[src/rtl/tcdm_arb_pkg.sv]
`default_nettype none
// ============================================================================
//  Module      : tcdm_arb_pkg
//  Description : Shared width helpers, default geometry and the per-master
//                request bundle used by the TCDM bank round-robin arbiter.
//  Revision    : 1.0 - initial release
// ----------------------------------------------------------------------------
//  Contents    : calc_addr_w / calc_be_w / calc_ptr_w width helpers,
//                TCDM_* default geometry, tcdm_req_t request bundle.
// ============================================================================
package tcdm_arb_pkg;

  // Width of a word address for a bank of bank_size words (at least 1 bit).
  function automatic int calc_addr_w(input int bank_size);
    return (bank_size > 1) ? $clog2(bank_size) : 1;
  endfunction

  // Number of byte enables for a data word.
  function automatic int calc_be_w(input int data_w);
    return data_w / 8;
  endfunction

  // Width of the round-robin pointer / grant index (at least 1 bit).
  function automatic int calc_ptr_w(input int nb_masters);
    return (nb_masters > 1) ? $clog2(nb_masters) : 1;
  endfunction

  // Bank geometry the request bundle is sized for. The arbiter's BANK_SIZE
  // and DATA_W parameters default to these and must stay equal to them,
  // because a packed struct cannot follow a module parameter.
  localparam int TCDM_BANK_SIZE = 256;
  localparam int TCDM_DATA_W    = 32;
  localparam int TCDM_ADDR_W    = calc_addr_w(TCDM_BANK_SIZE);
  localparam int TCDM_BE_W      = calc_be_w(TCDM_DATA_W);
  localparam int TCDM_PERF_W    = 16;

  // One master's bank-side request, muxed as a unit onto the bank port.
  typedef struct packed {
    logic [TCDM_ADDR_W-1:0] add;
    logic                   wen;   // active-low: 1 = read
    logic [TCDM_DATA_W-1:0] wdata;
    logic [TCDM_BE_W-1:0]   be;
  } tcdm_req_t;

endpackage
`default_nettype wire

[src/rtl/rr_prio_sel.sv]
`default_nettype none
// ============================================================================
//  Module      : rr_prio_sel
//  Description : Combinational rotating-priority selector. Scans req starting
//                at rr_ptr, wrapping modulo NB_REQ, and picks the first set bit.
//  Revision    : 1.0 - initial release
// ----------------------------------------------------------------------------
//  Ports       : req    [NB_REQ]  request vector
//                rr_ptr [PTR_W]   index with highest priority this cycle
//                gnt    [NB_REQ]  one-hot grant (all zero when req == 0)
//                idx    [PTR_W]   binary index of the granted bit
//                valid  [1]       any grant given
// ============================================================================
module rr_prio_sel #(
  parameter int NB_REQ = 4,
  parameter int PTR_W  = 2
) (
  input  logic [NB_REQ-1:0] req,
  input  logic [PTR_W-1:0]  rr_ptr,
  output logic [NB_REQ-1:0] gnt,
  output logic [PTR_W-1:0]  idx,
  output logic              valid
);

  // One spare bit so rr_ptr + offset (at most 2*NB_REQ-2) never overflows
  // before the modulo correction.
  logic [PTR_W:0] cand;

  always_comb begin
    gnt   = '0;
    idx   = '0;
    valid = 1'b0;
    cand  = '0;
    for (int off = 0; off < NB_REQ; off++) begin
      cand = {1'b0, rr_ptr} + (PTR_W+1)'(off);
      if (cand >= (PTR_W+1)'(NB_REQ)) begin
        cand = cand - (PTR_W+1)'(NB_REQ);
      end
      if (!valid && req[cand[PTR_W-1:0]]) begin
        valid                 = 1'b1;
        gnt[cand[PTR_W-1:0]]  = 1'b1;
        idx                   = cand[PTR_W-1:0];
      end
    end
  end

endmodule
`default_nettype wire

[src/rtl/tcdm_bank_rr_arbiter.sv]
`default_nettype none
// ============================================================================
//  Module      : tcdm_bank_rr_arbiter
//  Description : Round-robin arbiter sharing one single-port TCDM bank
//                (1-cycle read latency) between NB_MASTERS requesters. One
//                bank access per cycle; response valid is returned to the
//                granted master one cycle after its grant.
//  Revision    : 1.0 - initial release
// ----------------------------------------------------------------------------
//  Ports       : clk_i, rst_i (sync, active-high)
//                req_i/add_i/wen_i/wdata_i/be_i  per-master request
//                gnt_o        one-hot grant, combinational
//                r_valid_o    one-hot response valid, cycle after grant
//                r_rdata_o    shared response data (bank passthrough)
//                bank_*_o     bank request side, bank_rdata_i bank read data
//  Option      : TCDM_ARB_PERF_EN adds perf_clr_i and perf_stall_o, per-master
//                saturating 16-bit counters of cycles spent requesting
//                without a grant.
//  Note        : BANK_SIZE and DATA_W must match TCDM_BANK_SIZE and
//                TCDM_DATA_W in tcdm_arb_pkg (request bundle widths).
// ============================================================================
module tcdm_bank_rr_arbiter
  import tcdm_arb_pkg::*;
#(
  parameter int NB_MASTERS = 4,
  parameter int BANK_SIZE  = TCDM_BANK_SIZE,
  parameter int DATA_W     = TCDM_DATA_W,
  localparam int ADDR_W    = calc_addr_w(BANK_SIZE),
  localparam int BE_W      = calc_be_w(DATA_W),
  localparam int PTR_W     = calc_ptr_w(NB_MASTERS)
) (
  input  logic                               clk_i,
  input  logic                               rst_i,
  input  logic [NB_MASTERS-1:0]              req_i,
  input  logic [NB_MASTERS-1:0][ADDR_W-1:0]  add_i,
  input  logic [NB_MASTERS-1:0]              wen_i,
  input  logic [NB_MASTERS-1:0][DATA_W-1:0]  wdata_i,
  input  logic [NB_MASTERS-1:0][BE_W-1:0]    be_i,
  output logic [NB_MASTERS-1:0]              gnt_o,
  output logic [NB_MASTERS-1:0]              r_valid_o,
  output logic [DATA_W-1:0]                  r_rdata_o,
  output logic                               bank_req_o,
  output logic                               bank_wen_o,
  output logic [ADDR_W-1:0]                  bank_add_o,
  output logic [DATA_W-1:0]                  bank_wdata_o,
  output logic [BE_W-1:0]                    bank_be_o,
  input  logic [DATA_W-1:0]                  bank_rdata_i
`ifdef TCDM_ARB_PERF_EN
  ,
  input  logic                               perf_clr_i,
  output logic [NB_MASTERS-1:0][TCDM_PERF_W-1:0] perf_stall_o
`endif
);

  logic [PTR_W-1:0]      rr_ptr;
  logic [NB_MASTERS-1:0] gnt;
  logic [PTR_W-1:0]      gnt_idx;
  logic                  gnt_any;
  logic [NB_MASTERS-1:0] r_valid_q;
  tcdm_req_t             reqs [NB_MASTERS];
  tcdm_req_t             sel;

  // --------------------------------------------------------------------------
  // Arbitration
  // --------------------------------------------------------------------------
  rr_prio_sel #(
    .NB_REQ (NB_MASTERS),
    .PTR_W  (PTR_W)
  ) u_prio_sel (
    .req    (req_i),
    .rr_ptr (rr_ptr),
    .gnt    (gnt),
    .idx    (gnt_idx),
    .valid  (gnt_any)
  );

  assign gnt_o = gnt;

  // The winner gets lowest priority next: pointer moves just past it.
  always_ff @(posedge clk_i) begin
    if (rst_i) begin
      rr_ptr <= '0;
    end else if (gnt_any) begin
      if (gnt_idx == PTR_W'(NB_MASTERS-1)) begin
        rr_ptr <= '0;
      end else begin
        rr_ptr <= gnt_idx + 1'b1;
      end
    end
  end

  // --------------------------------------------------------------------------
  // Request mux onto the bank port
  // --------------------------------------------------------------------------
  for (genvar m = 0; m < NB_MASTERS; m++) begin : g_pack
    assign reqs[m] = '{add:   add_i[m],
                       wen:   wen_i[m],
                       wdata: wdata_i[m],
                       be:    be_i[m]};
  end

  assign sel = reqs[gnt_idx];

  // Idle bank port is a quiet read (wen high) with everything else zero.
  always_comb begin
    bank_req_o   = 1'b0;
    bank_wen_o   = 1'b1;
    bank_add_o   = '0;
    bank_wdata_o = '0;
    bank_be_o    = '0;
    if (gnt_any) begin
      bank_req_o   = 1'b1;
      bank_wen_o   = sel.wen;
      bank_add_o   = sel.add;
      bank_wdata_o = sel.wdata;
      bank_be_o    = sel.be;
    end
  end

  // --------------------------------------------------------------------------
  // Response path: valid follows the grant by the bank's one-cycle latency,
  // for writes as well as reads. Read data is a straight passthrough.
  // --------------------------------------------------------------------------
  always_ff @(posedge clk_i) begin
    if (rst_i) begin
      r_valid_q <= '0;
    end else begin
      r_valid_q <= gnt;
    end
  end

  assign r_valid_o = r_valid_q;
  assign r_rdata_o = bank_rdata_i;

  // --------------------------------------------------------------------------
  // Optional stall counters
  // --------------------------------------------------------------------------
`ifdef TCDM_ARB_PERF_EN
  for (genvar m = 0; m < NB_MASTERS; m++) begin : g_perf
    logic [TCDM_PERF_W-1:0] stall_cnt;

    // Clear wins over increment; counter sticks at all-ones.
    always_ff @(posedge clk_i) begin
      if (rst_i || perf_clr_i) begin
        stall_cnt <= '0;
      end else if (req_i[m] && !gnt[m] && (stall_cnt != '1)) begin
        stall_cnt <= stall_cnt + 1'b1;
      end
    end

    assign perf_stall_o[m] = stall_cnt;
  end
`endif

endmodule
`default_nettype wire

[config.mk]
export PLATFORM = sky130hd
export DESIGN_NAME = tcdm_bank_rr_arbiter
export DESIGN_NICKNAME = d
export VERILOG_FILES = /design/src/rtl/tcdm_arb_pkg.sv /design/src/rtl/rr_prio_sel.sv /design/src/rtl/tcdm_bank_rr_arbiter.sv
export SDC_FILE = /design/constraint.sdc
export NUM_CORES = 1
export LEC_CHECK = 0
export ABC_AREA = 1
export BUFFER_PORTS_ARGS = -buffer_cell sky130_fd_sc_hd__buf_4
export CAP_MARGIN = 20
export CORE_MARGIN = 8
export CORE_UTILIZATION = 30
export DETAILED_ROUTE_END_ITERATION = 6
export GPL_TIMING_DRIVEN = 0
export PLACE_DENSITY = 0.69
export SLEW_MARGIN = 10
export SYNTH_ARGS = -nofsm -noshare
export SYNTH_HDL_FRONTEND = slang
export SYNTH_HIERARCHICAL = 1
export SYNTH_SLANG_ARGS = --single-unit
export TNS_END_PERCENT = 10
[constraint.sdc]
create_clock -name clk_i -period 3.2 [get_ports clk_i]
set_input_delay 0.64 -clock clk_i [delete_from_list [all_inputs] [get_ports clk_i]]
set_output_delay 0.64 -clock clk_i [all_outputs]
set_load 0.005 [all_outputs]
==> summary.md <==
| Metric | Value |
|---|---|
| Cell Chain, Critical Path | `inv_8, ha_4, inv_2, nand3_1, nand2_1, nor2_4, a21oi_2, nand3_4, buf_12, buf_6, nand2_1, nand3_1, a21oi_1, buf_4` |
| Setup CP Type | `reg -> out` |
| Core Footprint | `0.0102 sq mm` |
| Delay-heaviest family, CP | `buffers and inverters` |
| Clk_lat worst skew | `0.22 ns` |
| Total Routing Usage GR | `20.1%` |
| Cts bufs inserted | `3` |
| TritonCTS Sinks | `6` |
| Cell-internal power | `3.67 mW` |
| Vias per Instance | `4.41` |
| DP Area | `0.00533 sq mm` |
| Starting DRC count in detailed routing | `318` |
| Ys flop type | `dfxtp_1` |
| GR Overflow Total | `0` |
| Post-synth cell types | `20` |
| ANT nets after route | `0` |
| Vias in the first global route | `4481` |
| Routed wire length | `15500 um` |
| Row count | `37` |
| Worst VDD drop | `644 uV` |
| Antenna diodes | `0` |
| Clk buf depth | `2` |
| Count leader, synth | `nand2_1` |
| Max_cap viols | `0` |
| CTS tree | `built` |
| Number of I/O port buffers | `271` |
| Pre-antenna DRT Iters | `4` |
| Starting density of the core | `30.5%` |
| Ratio of cells with drive above 1 in the final layout | `42.0%` |
| CP endpoint kind | `output port` |
| Reg2Reg Setup Slack | `0.90 ns` |
| Gate power share | `96.5%` |
| Pwr Density | `1290 mW/mm^2` |
| Final nets | `1166` |
| Syn Inst Count | `655` |
| Largest net degree at the start of global routing | `11` |
| Max-slew violations | `0` |
| Worst Path Max Fanout | `10` |
| Root Buffer | `clkbuf_8` |
| Ranking of synthesized cells by area | `nand2_1 24%, inv_1 23%, nand3_1 17%` |
| Most common library cells after synthesis | `201 x nand2_1, 188 x inv_1, 104 x nand3_1` |
| Reg2reg start | `rr_ptr[0]` |
| Crit path launch type | `flop` |
| Crit path time final | `3.12 ns` |
| Slew margin rel. | `80.4%` |
| Status | `finished, final reports clean` |
| Syn nets | `879` |
| Syn Std Cell Area | `0.00313 sq mm` |
| Unrepaired setup endpoints after global routing | `yes` |
| Syn-to-layout area delta | `83.4%` |
| Placer Congestion | `0.908` |
| Die height | `118 um` |
| DRC viols | `0` |
| Yosys top cell by area | `nand2_1` |
| GRT Max-Usage Layer | `met2` |
| # H-tree levels | `1` |
| Die area | `0.0139 sq mm` |
| R2r worst-path depth | `14` |
| Via count | `4749` |
| Async SR Flop Fraction | `0%` |
| Setup violators final | `0` |
| YS warnings | `6` |
| EDFF count, synth | `0` |
| Critical Path AT | `2.48 ns` |
| Fmax | `320 MHz` |
| NetSw | `3.74 mW` |
| Final Util | `56.0%` |
| Crit share post-route | `97.5%` |
| Post-synthesis register bit count | `6` |
| Post-synthesis sequential area ratio | `3.84%` |
| Leakage power | `3.69 nW` |
| Hold_sp | `rr_ptr[0]` |
| Die width | `118 um` |
| Fin area | `0.00573 sq mm` |
| Buf+Inv Stages, Crit Path | `5` |
| Critical path's largest stage delay | `0.41 ns` |
| Hold Crit Endpoint | `rr_ptr[0]` |
| Met2 GRT Util | `37.3%` |
| First-pass GRT wire length | `23500 um` |
| Crit Reg-Reg Endpoint | `rr_ptr[0]` |
| Top-area cell type share of the netlist area | `24.1%` |
| Detailed placer's ending HPWL | `12500 um` |
| GR Util met1 | `23.8%` |
| Final hold violations | `0` |
| Hold Crit Class | `reg -> reg` |
| Share of total power in sequential cells | `2.0%` |
| Initial antenna violation count | `0` |
| Clock power frac | `1.5%` |
| Global-route met3 utilization | `4.56%` |
| Switching share of total power | `50.5%` |
| IO Pins | `304` |
| Mean Syn Cell Area | `4.77 sq um` |
| CP Data Required Time | `2.56 ns` |
| Hold Path Depth | `2` |
| Average wire per standard cell | `14.4 um` |
| Clock Pin Slew Worst Setup and Hold Paths | `0.04 ns` |
| Slowest stage cell, crit path | `dfxtp_4` |
| Overall Power | `7.41 mW` |
| Fin Clk Skew | `0.00306 ns` |
| Worst Tran Pin Value | `0.293 ns` |
## worst max path at each step
stage	start	endpoint	slack (ns)	cells past startpoint
6_report	rr_ptr[0]	bank_wdata_o[21]	0.08	14
3_5_place_dp	rr_ptr[0]	bank_wdata_o[9]	-0.32	12
5_1_grt	rr_ptr[0]	bank_add_o[1]	-0.04	14
4_1_cts	rr_ptr[0]	bank_wdata_o[1]	0.004	12
2_1_floorplan	rr_ptr[0]	bank_wdata_o[21]	0.39	13
3_3_place_gp	rr_ptr[0]	bank_wdata_o[9]	-0.36	12
## cells in the final DEF (no fill, tap or decap), types with 4 or more instances in the layout
master,instances
buf_4,318
nand2_1,200
inv_1,185
nand3_1,100
a21oi_1,35
a21oi_2,18
buf_6,16
nand2_2,8
nand4_1,7
buf_8,5
nor2_1,5
ha_1,5
nand3_2,4
dfxtp_1,4
a21boi_0,4
## metrics by stage
step | TNS [ns] | setup WS [ns] | hold slack, ns | cells
after floorplan | 0 | 0.389 | 0.538 | 655
after global routing | -0.725 | -0.0447 | 0.566 | 1076
final | 0 | 0.0788 | 0.551 | 1076
after detailed placement | -10.50 | -0.316 | 0.591 | 1062
after global placement | -12.46 | -0.361 | 0.587 | 1062
after CTS | 0 | 0.00410 | 0.530 | 1065
## flip-flops by register name, summed over array words and instances, names as in the netlist
name,flops
r_valid_o,4
rr_ptr,2
## metal layers
layer,routed length [um],vias up
met4,126,0
li1,-,2468
met2,7940,202
met5,0,-
met3,1210,14
met1,6250,2065
## area by class of cell
type / count / area (sq um)
Inverter: 192 / 746
Timing Repair Buffer: 282 / 2130
Clock buffer: 3 / 41.3
Tap cell: 136 / 170
Fill cell: 1108 / 4500
Buffer: 65 / 591
Multi-Input combinational cell: 392 / 1920
Sequential cell: 6 / 128
## tightest hold or removal path: cells and delay by family, from the launching register on
kind / cells / cell delay [ns]
compound gates: 1 / 0.06
flops: 1 / 0.38
simple gates: 1 / 0.07
## cell families (layout without fill, tap and decap cells)
| family | count (synthesis) | after routing | synth area share, % |
|---|---|---|---|
| buf+inv | 257 | 542 | 38.4 |
| compound gates | 57 | 57 | 9.45 |
| simple gates | 329 | 329 | 45.9 |
| flops | 6 | 6 | 3.84 |
| fa+ha+maj | 6 | 6 | 2.40 |
## power by group through the flow
stage                     Combinational (mW)  Clock [mW]  Sequential (mW)
after floorplan                         3.54           0            0.137
after global placement                  6.30           0            0.141
after detailed placement                6.31           0            0.141
after CTS                               6.41       0.115            0.149
after global routing                    7.78       0.118            0.149
final                                   7.15       0.113            0.145
## repair_timing
| action | in CTS | in global routing |
|---|---|---|
| pin swaps | 0 | 6 |
| gates resized for setup | 17 | 73 |
| buffers inserted | 0 | 10 |
| hold buffers | 0 | 0 |
| endpoints found under the setup margin | 45 | 45 |
| gates cloned | 0 | 1 |
Power figures use the tool's default switching activity.
